<file path="src/rtl/tetris_pkg.sv">
// Shared playfield geometry, pixel type and palette for the
// Tetris display path.
package tetris_pkg;

    localparam int GRID_W = 10;
    localparam int GRID_H = 20;
    localparam int CELLS  = GRID_W * GRID_H;

    typedef logic [11:0] rgb444_t;

    localparam rgb444_t BLACK      = 12'h000;
    localparam rgb444_t BORDER     = 12'hFFF;
    localparam rgb444_t BORDER_GO  = 12'hF00;
    localparam rgb444_t GRIDLINE   = 12'h333;
    localparam rgb444_t CELL_ON    = 12'h0FF;
    localparam rgb444_t CELL_FLASH = 12'hFFF;

    // Row-major bit position of a cell in the playfield bus.
    function automatic logic [7:0] cell_idx(
        input logic [4:0] row,
        input logic [3:0] col
    );
        return 8'(row) * 8'(GRID_W) + 8'(col);
    endfunction

endpackage

</file>
<file path="src/rtl/vga_timing.sv">
// Pixel-enable divider, h/v raster counters and raw sync/de/frame-start
// generation; all outputs are combinational from the counters.
module vga_timing #(
    parameter int PIX_DIV  = 2,
    parameter int H_ACTIVE = 640,
    parameter int H_FP     = 16,
    parameter int H_SYNC   = 96,
    parameter int H_BP     = 48,
    parameter int V_ACTIVE = 480,
    parameter int V_FP     = 10,
    parameter int V_SYNC   = 2,
    parameter int V_BP     = 33
) (
    input  logic       clk,
    input  logic       reset,
    output logic       pe,
    output logic [9:0] h_cnt,
    output logic [9:0] v_cnt,
    output logic       h_last,
    output logic       hs_raw,
    output logic       vs_raw,
    output logic       de_raw,
    output logic       fs_raw
);

    localparam int H_TOTAL  = H_ACTIVE + H_FP + H_SYNC + H_BP;
    localparam int V_TOTAL  = V_ACTIVE + V_FP + V_SYNC + V_BP;
    localparam int HS_START = H_ACTIVE + H_FP;
    localparam int HS_END   = HS_START + H_SYNC - 1;
    localparam int VS_START = V_ACTIVE + V_FP;
    localparam int VS_END   = VS_START + V_SYNC - 1;
    localparam int DW       = (PIX_DIV > 1) ? $clog2(PIX_DIV) : 1;

    logic [DW-1:0] div;
    logic          v_last;

    assign pe     = (div == DW'(PIX_DIV - 1));
    assign h_last = (h_cnt == 10'(H_TOTAL - 1));
    assign v_last = (v_cnt == 10'(V_TOTAL - 1));

    always_ff @(posedge clk) begin
        if (reset) begin
            div   <= '0;
            h_cnt <= '0;
            v_cnt <= '0;
        end else if (pe) begin
            div   <= '0;
            h_cnt <= h_last ? 10'd0 : h_cnt + 10'd1;
            if (h_last) begin
                v_cnt <= v_last ? 10'd0 : v_cnt + 10'd1;
            end
        end else begin
            div <= div + DW'(1);
        end
    end

    assign hs_raw = !((h_cnt >= 10'(HS_START)) && (h_cnt <= 10'(HS_END)));
    assign vs_raw = !((v_cnt >= 10'(VS_START)) && (v_cnt <= 10'(VS_END)));
    assign de_raw = (h_cnt < 10'(H_ACTIVE)) && (v_cnt < 10'(V_ACTIVE));
    assign fs_raw = (h_cnt == 10'd0) && (v_cnt == 10'd0);

endmodule

</file>
<file path="src/rtl/tetris_vga_renderer.sv">
// Rasterises the snapshotted 10x20 playfield onto VGA with border,
// grid lines, line-clear flash and game-over border colour.
module tetris_vga_renderer
    import tetris_pkg::*;
#(
    parameter int PIX_DIV      = 2,
    parameter int H_ACTIVE     = 640,
    parameter int H_FP         = 16,
    parameter int H_SYNC       = 96,
    parameter int H_BP         = 48,
    parameter int V_ACTIVE     = 480,
    parameter int V_FP         = 10,
    parameter int V_SYNC       = 2,
    parameter int V_BP         = 33,
    parameter int CELL         = 20,
    parameter int ORIGIN_X     = 220,
    parameter int ORIGIN_Y     = 40,
    parameter int FLASH_FRAMES = 8
) (
    input  logic             clk,
    input  logic             reset,
    input  logic [CELLS-1:0] grid_state,
    input  logic             row_cleared,
    input  logic             game_over,
    output logic             hsync,
    output logic             vsync,
    output logic             de,
    output logic [3:0]       r,
    output logic [3:0]       g,
    output logic [3:0]       b,
    output logic             frame_start
);

    localparam int PF_X1 = ORIGIN_X + GRID_W * CELL;
    localparam int PF_Y1 = ORIGIN_Y + GRID_H * CELL;
    localparam int RX0   = ORIGIN_X - 2;
    localparam int RX1   = PF_X1 + 1;
    localparam int RY0   = ORIGIN_Y - 2;
    localparam int RY1   = PF_Y1 + 1;
    localparam int CW    = $clog2(CELL);
    localparam int FW    = $clog2(FLASH_FRAMES + 1);

    logic             pe;
    logic             h_last;
    logic             hs_raw;
    logic             vs_raw;
    logic             de_raw;
    logic             fs_raw;
    logic [9:0]       h_cnt;
    logic [9:0]       v_cnt;
    logic [CW-1:0]    cx_px;
    logic [CW-1:0]    cy_px;
    logic [3:0]       cx_col;
    logic [4:0]       cy_row;
    logic [CELLS-1:0] grid_snap;
    logic             go_snap;
    logic [FW-1:0]    flash_cnt;
    logic             in_box;
    logic             in_play;
    logic             occupied;
    logic             border_hit;
    logic             line_hit;
    logic             cell_hit;
    rgb444_t          pix;
    rgb444_t          rgb_q;

    vga_timing #(
        .PIX_DIV  (PIX_DIV),
        .H_ACTIVE (H_ACTIVE),
        .H_FP     (H_FP),
        .H_SYNC   (H_SYNC),
        .H_BP     (H_BP),
        .V_ACTIVE (V_ACTIVE),
        .V_FP     (V_FP),
        .V_SYNC   (V_SYNC),
        .V_BP     (V_BP)
    ) u_timing (
        .clk    (clk),
        .reset  (reset),
        .pe     (pe),
        .h_cnt  (h_cnt),
        .v_cnt  (v_cnt),
        .h_last (h_last),
        .hs_raw (hs_raw),
        .vs_raw (vs_raw),
        .de_raw (de_raw),
        .fs_raw (fs_raw)
    );

    // Cell walk: re-zeroed one pixel/line before the playfield edge
    // so it reads 0 exactly on the first playfield column/row.
    always_ff @(posedge clk) begin
        if (reset) begin
            cx_px  <= '0;
            cx_col <= '0;
            cy_px  <= '0;
            cy_row <= '0;
        end else if (pe) begin
            if (h_cnt == 10'(ORIGIN_X - 1)) begin
                cx_px  <= '0;
                cx_col <= '0;
            end else if (cx_px == CW'(CELL - 1)) begin
                cx_px  <= '0;
                cx_col <= (cx_col == 4'(GRID_W - 1)) ? 4'd0 : cx_col + 4'd1;
            end else begin
                cx_px <= cx_px + CW'(1);
            end
            if (h_last) begin
                if (v_cnt == 10'(ORIGIN_Y - 1)) begin
                    cy_px  <= '0;
                    cy_row <= '0;
                end else if (cy_px == CW'(CELL - 1)) begin
                    cy_px  <= '0;
                    cy_row <= (cy_row == 5'(GRID_H - 1)) ? 5'd0 : cy_row + 5'd1;
                end else begin
                    cy_px <= cy_px + CW'(1);
                end
            end
        end
    end

    always_ff @(posedge clk) begin
        if (reset) begin
            grid_snap <= '0;
            go_snap   <= 1'b0;
        end else if (pe && h_cnt == 10'd0 && v_cnt == 10'(V_ACTIVE)) begin
            grid_snap <= grid_state;
            go_snap   <= game_over;
        end
    end

    always_ff @(posedge clk) begin
        if (reset) begin
            flash_cnt <= '0;
        end else if (row_cleared) begin
            flash_cnt <= FW'(FLASH_FRAMES);
        end else if (frame_start && flash_cnt != '0) begin
            flash_cnt <= flash_cnt - FW'(1);
        end
    end

    assign in_box = (h_cnt >= 10'(RX0)) && (h_cnt <= 10'(RX1)) &&
                    (v_cnt >= 10'(RY0)) && (v_cnt <= 10'(RY1));
    assign in_play = (h_cnt >= 10'(ORIGIN_X)) && (h_cnt < 10'(PF_X1)) &&
                     (v_cnt >= 10'(ORIGIN_Y)) && (v_cnt < 10'(PF_Y1));
    assign occupied   = grid_snap[cell_idx(cy_row, cx_col)];
    assign border_hit = in_box && !in_play;
    assign line_hit   = in_play && (cx_px == '0 || cy_px == '0);
    assign cell_hit   = in_play && !line_hit && occupied;

    always_comb begin
        pix = BLACK;
        unique case (1'b1)
            border_hit: pix = go_snap ? BORDER_GO : BORDER;
            line_hit:   pix = GRIDLINE;
            cell_hit:   pix = (flash_cnt != '0) ? CELL_FLASH : CELL_ON;
            default:    pix = BLACK;
        endcase
    end

    always_ff @(posedge clk) begin
        if (reset) begin
            hsync       <= 1'b1;
            vsync       <= 1'b1;
            de          <= 1'b0;
            rgb_q       <= BLACK;
            frame_start <= 1'b0;
        end else begin
            frame_start <= 1'b0;
            if (pe) begin
                hsync       <= hs_raw;
                vsync       <= vs_raw;
                de          <= de_raw;
                rgb_q       <= de_raw ? pix : BLACK;
                frame_start <= fs_raw;
            end
        end
    end

    assign r = rgb_q[11:8];
    assign g = rgb_q[7:4];
    assign b = rgb_q[3:0];

endmodule

</file>
<file path="config.mk">
export PLATFORM = sky130hd
export DESIGN_NAME = tetris_vga_renderer
export DESIGN_NICKNAME = d
export VERILOG_FILES = /design/src/rtl/tetris_pkg.sv /design/src/rtl/vga_timing.sv /design/src/rtl/tetris_vga_renderer.sv
export SDC_FILE = /design/constraint.sdc
export NUM_CORES = 1
export LEC_CHECK = 0
export BUFFER_PORTS_ARGS = -buffer_cell sky130_fd_sc_hd__buf_2
export CORE_MARGIN = 2
export CORE_UTILIZATION = 41
export CTS_BUF_LIST = sky130_fd_sc_hd__clkbuf_8 sky130_fd_sc_hd__clkbuf_16
export DETAILED_ROUTE_END_ITERATION = 8
export PLACE_DENSITY = 0.68
export RECOVER_POWER = 50
export SLEW_MARGIN = 20
export SYNTH_ARGS = -nofsm -noshare
export SYNTH_HDL_FRONTEND = slang
export SYNTH_SLANG_ARGS = --single-unit
</file>
<file path="constraint.sdc">
create_clock -name clk -period 4.9 [get_ports clk]
set_input_delay 0.245 -clock clk [delete_from_list [all_inputs] [get_ports clk]]
set_output_delay 0.245 -clock clk [all_outputs]
set_load 0.005 [all_outputs]
</file>
==> flow_summary.json <==
{
  "irDropWorstVdd_mv": 0.224,
  "cp_top_family": "compound AO/OA/AOI/OAI gates",
  "maxSlewHeadroom_pct": -4.73,
  "synth.distinct_cells": 68,
  "clockPowerShare_pct": 46.2,
  "grt_pass1_vias": 11400,
  "min_path_type": "input pin to flip-flop",
  "yosysSeqAreaShare_pct": 42.6,
  "synth_top_cell_by_area": "dfxtp_1",
  "muxShareOfSynthArea_pct": 10.1,
  "worst_pin_slew_ns": 1.57,
  "end_kind": "flip-flop",
  "slowest_stage": "fa_1",
  "cellInternalPower_mw": 3.43,
  "p_leak_nw": 5.97,
  "yosys_warnings": 0,
  "num-nets-final": 2026,
  "rr_worst_depth": 11,
  "p_per_area_nw_per_um2": 276,
  "max_stage_delay_ns": 0.58,
  "layout_commonest_cell": "nand2_1",
  "gp_congestion": 0.864,
  "yosys.area_share.simple_pct": 22.0,
  "grt_pass1_wl_mm": 57.5,
  "syn_inst": 1454,
  "finalClockSkew_ns": 0.0148,
  "drt_iter0_markers": 975,
  "seqPwrFrac_pct": 47.3,
  "synth-edff-count": 0,
  "rsz0062_at_grt": "no",
  "clk_pin_slew_ns": 0.06,
  "clk_latency_ns": 0.54,
  "wl_mm": 36.6,
  "hpwl_mm": 22.7,
  "post-route-min-period_ns": 3.95,
  "final_core_util_pct": 55.5,
  "total_power_mw": 4.38,
  "synthArstFlopShare_pct": 0,
  "hold_viol": 0,
  "failed_checks": "max-capacitance violations, max-slew violations",
  "synth_compound_area_share_pct": 14.6,
  "antenna_cells": 0,
  "die_w_um": 174,
  "seqCellArea_um2": 5070,
  "fillers": 2466,
  "via_per_inst": 5.31,
  "netlist_area_um2": 11900,
  "stdcell_area_um2": 15900,
  "io_pins": 220,
  "grt_max_degree": 171,
  "avgRoutedWirePerCell_um": 16.7,
  "grt_use_total_pct": 23.2,
  "dieArea_um2": 30400,
  "synthesis.nets": 1688,
  "root_buffer": "clkbuf_16",
  "max_freq_ghz": 0.253,
  "start_util_pct": 41.5,
  "holdWs_ns": 0.00930,
  "crit_top_cell": "ha_1",
  "antenna_found_initial": 0,
  "dpl_cell_area_um2": 13100,
  "path_class": "flip-flop to flip-flop",
  "crit_path_start_kind": "flip-flop",
  "synth_top_area_share_pct": 42.6,
  "path_buf_inv": 0,
  "clockBufferDepth": 3,
  "rows": 62,
  "p_switching_mw": 0.952,
  "yosys_register_bits": 253,
  "cts_num_sinks": 253,
  "dieHeight_um": 174,
  "final_cell_mix": "453 x nand2_1, 252 x dfxtp_1, 225 x a21oi_1, 209 x buf_2, 193 x dlygate4sd3_1",
  "cts_buffers": 27,
  "drc_errors": 0,
  "status": "finished, violations left",
  "num_vias": 11700,
  "drive_gt1_share_pct": 16.8,
  "reg2reg_to": "rgb_q[5]$_SDFFE_PP0P_",
  "area_growth_syn_to_layout_pct": 33.6,
  "synth_area_leaders": "dfxtp_1 43%, nand2_1 14%, a21oi_1 9.5%",
  "synthFlopType": "dfxtp_1",
  "r2r_slack_ns": 0.95,
  "setup_viol": 0,
  "synth_xor_area_share_pct": 2.58,
  "io_buffers": 219,
  "grt_overflow": 0,
  "drtPass1Iterations": 5,
  "max-cap-violations": 1,
  "ant_nets": 0,
  "synthAdderAreaFrac_pct": 3.28,
  "fin_crit_sh_pct": 80.5,
  "crit_chain": "ha_1 > ha_1 > fa_1 > a21boi_0 > a2bb2oi_1 > and2_1 > a2111oi_0 > nor4_1 > a2111oi_4 > nor2_2 > or3_1",
  "synth_top_family_by_area": "simple AND/OR/NAND/NOR gates",
  "cts_tree": "done",
  "crit-reg2reg-launch": "cy_row[1]$_SDFFE_PP0P_",
  "crit_required_ns": 5.31,
  "pwr-share-comb_pct": 6.5,
  "core_area_um2": 28600,
  "crit_fanout": 8,
  "cp-endpoint": "rgb_q[5]$_SDFFE_PP0P_",
  "avgSynthCellArea_um2": 8.18,
  "startpoint": "cy_row[1]$_SDFFE_PP0P_",
  "multiInputGateArea_um2": 6260,
  "slew_viol_final": 83,
  "setup_tns_ns": 0,
  "worst_ep_arrival_time_ns": 4.35,
  "worst-path-stages": 11,
  "cts_resized": 0,
  "h-tree-depth": 1,
  "swShare_pct": 21.7
}
==> flip-flops by register name (all words and copies together) (netlist names) <==
name and count:
grid_snap 200, u_timing.h_cnt 10, u_timing.v_cnt 10, cx_px 5
cy_px 5, cy_row 5, cx_col 4, flash_cnt 4
rgb_q 4, de 1, frame_start 1, go_snap 1
hsync 1, u_timing.pe 1, vsync 1
==> worst register-to-register path: cells and delay by family (launching register included) <==
| family | cells | cell delay, ns |
|---|---|---|
| AOI/OAI and AO/OA | 4 | 1.41 |
| DFF | 1 | 0.46 |
| and+or+nand+nor | 4 | 0.87 |
| adders and majority gates | 3 | 1.08 |
==> stage by stage <==
stage	instances	worst slack [ns]
3_5_place_dp	1954	1.00
3_3_place_gp	1954	1.06
2_1_floorplan	1454	1.59
4_1_cts	2196	0.964
6_report	2196	0.955
5_1_grt	2196	0.745
==> final cells by class <==
type | instances | area share [%]
clock buffer | 36 | 5.03
clock inverter | 13 | 0.591
inverter | 17 | 0.402
multi-input combinational | 1072 | 39.4
sequential | 253 | 31.9
tap | 384 | 3.03
timing repair buffer | 421 | 19.6
==> kinds of logic after synthesis <==
kind of cell	count (synthesis)
DFF	253
adders and majority gates	30
buffers and inverters	129
muxes	77
and+or+nand+nor	627
xor gates and xnor gates	35
AOI/OAI and AO/OA	303
==> per-layer routing <==
layer	track usage [%]	routed length [µm]
met5	0	0
met2	38.4	16700
met1	30.6	15900
met3	3.43	2470
met4	8.65	1430
==> Yosys cell counts (18+ instances only) <==
cell type / instances
ha_1: 28
clkbuf_1: 90
nand4_1: 18
a21oi_1: 225
mux2i_1: 30
nand2_1: 453
mux4_2: 18
nand3_1: 21
dfxtp_1: 253
xor2_1: 27
nor3_1: 21
nor2_1: 61
==> power by group through the flow <==
stage	Sequential, mW	Combinational, mW	Clock, mW
after global routing	2.07	0.305	2.13
final	2.07	0.285	2.02
after CTS	2.07	0.272	2.04
after global placement	2.12	0.154	0
after detailed placement	2.12	0.155	0
after floorplan	2.11	0.0530	0
==> timing repair <==
item                                   4_1_cts  5_1_grt
hold buffers                               193        0
buffers inserted                             0        0
endpoints found under the hold margin      196        0
==> worst min-delay path by stage <==
stage / endpoint / slack, ns / cells after the start / start
2_1_floorplan: flash_cnt[0]$_SDFFE_PP0P_ / 0.32 / 1 / row_cleared
3_3_place_gp: grid_snap[115]$_SDFFE_PP0P_ / 0.44 / 2 / grid_snap[115]$_SDFFE_PP0P_
3_5_place_dp: grid_snap[15]$_SDFFE_PP0P_ / 0.44 / 2 / grid_snap[15]$_SDFFE_PP0P_
4_1_cts: grid_snap[196]$_SDFFE_PP0P_ / 0.003 / 3 / grid_state[196]
5_1_grt: grid_snap[179]$_SDFFE_PP0P_ / 0.006 / 3 / grid_state[179]
6_report: grid_snap[112]$_SDFFE_PP0P_ / 0.009 / 3 / grid_state[112]
No activity file was read; power rests on OpenSTA's default activity.
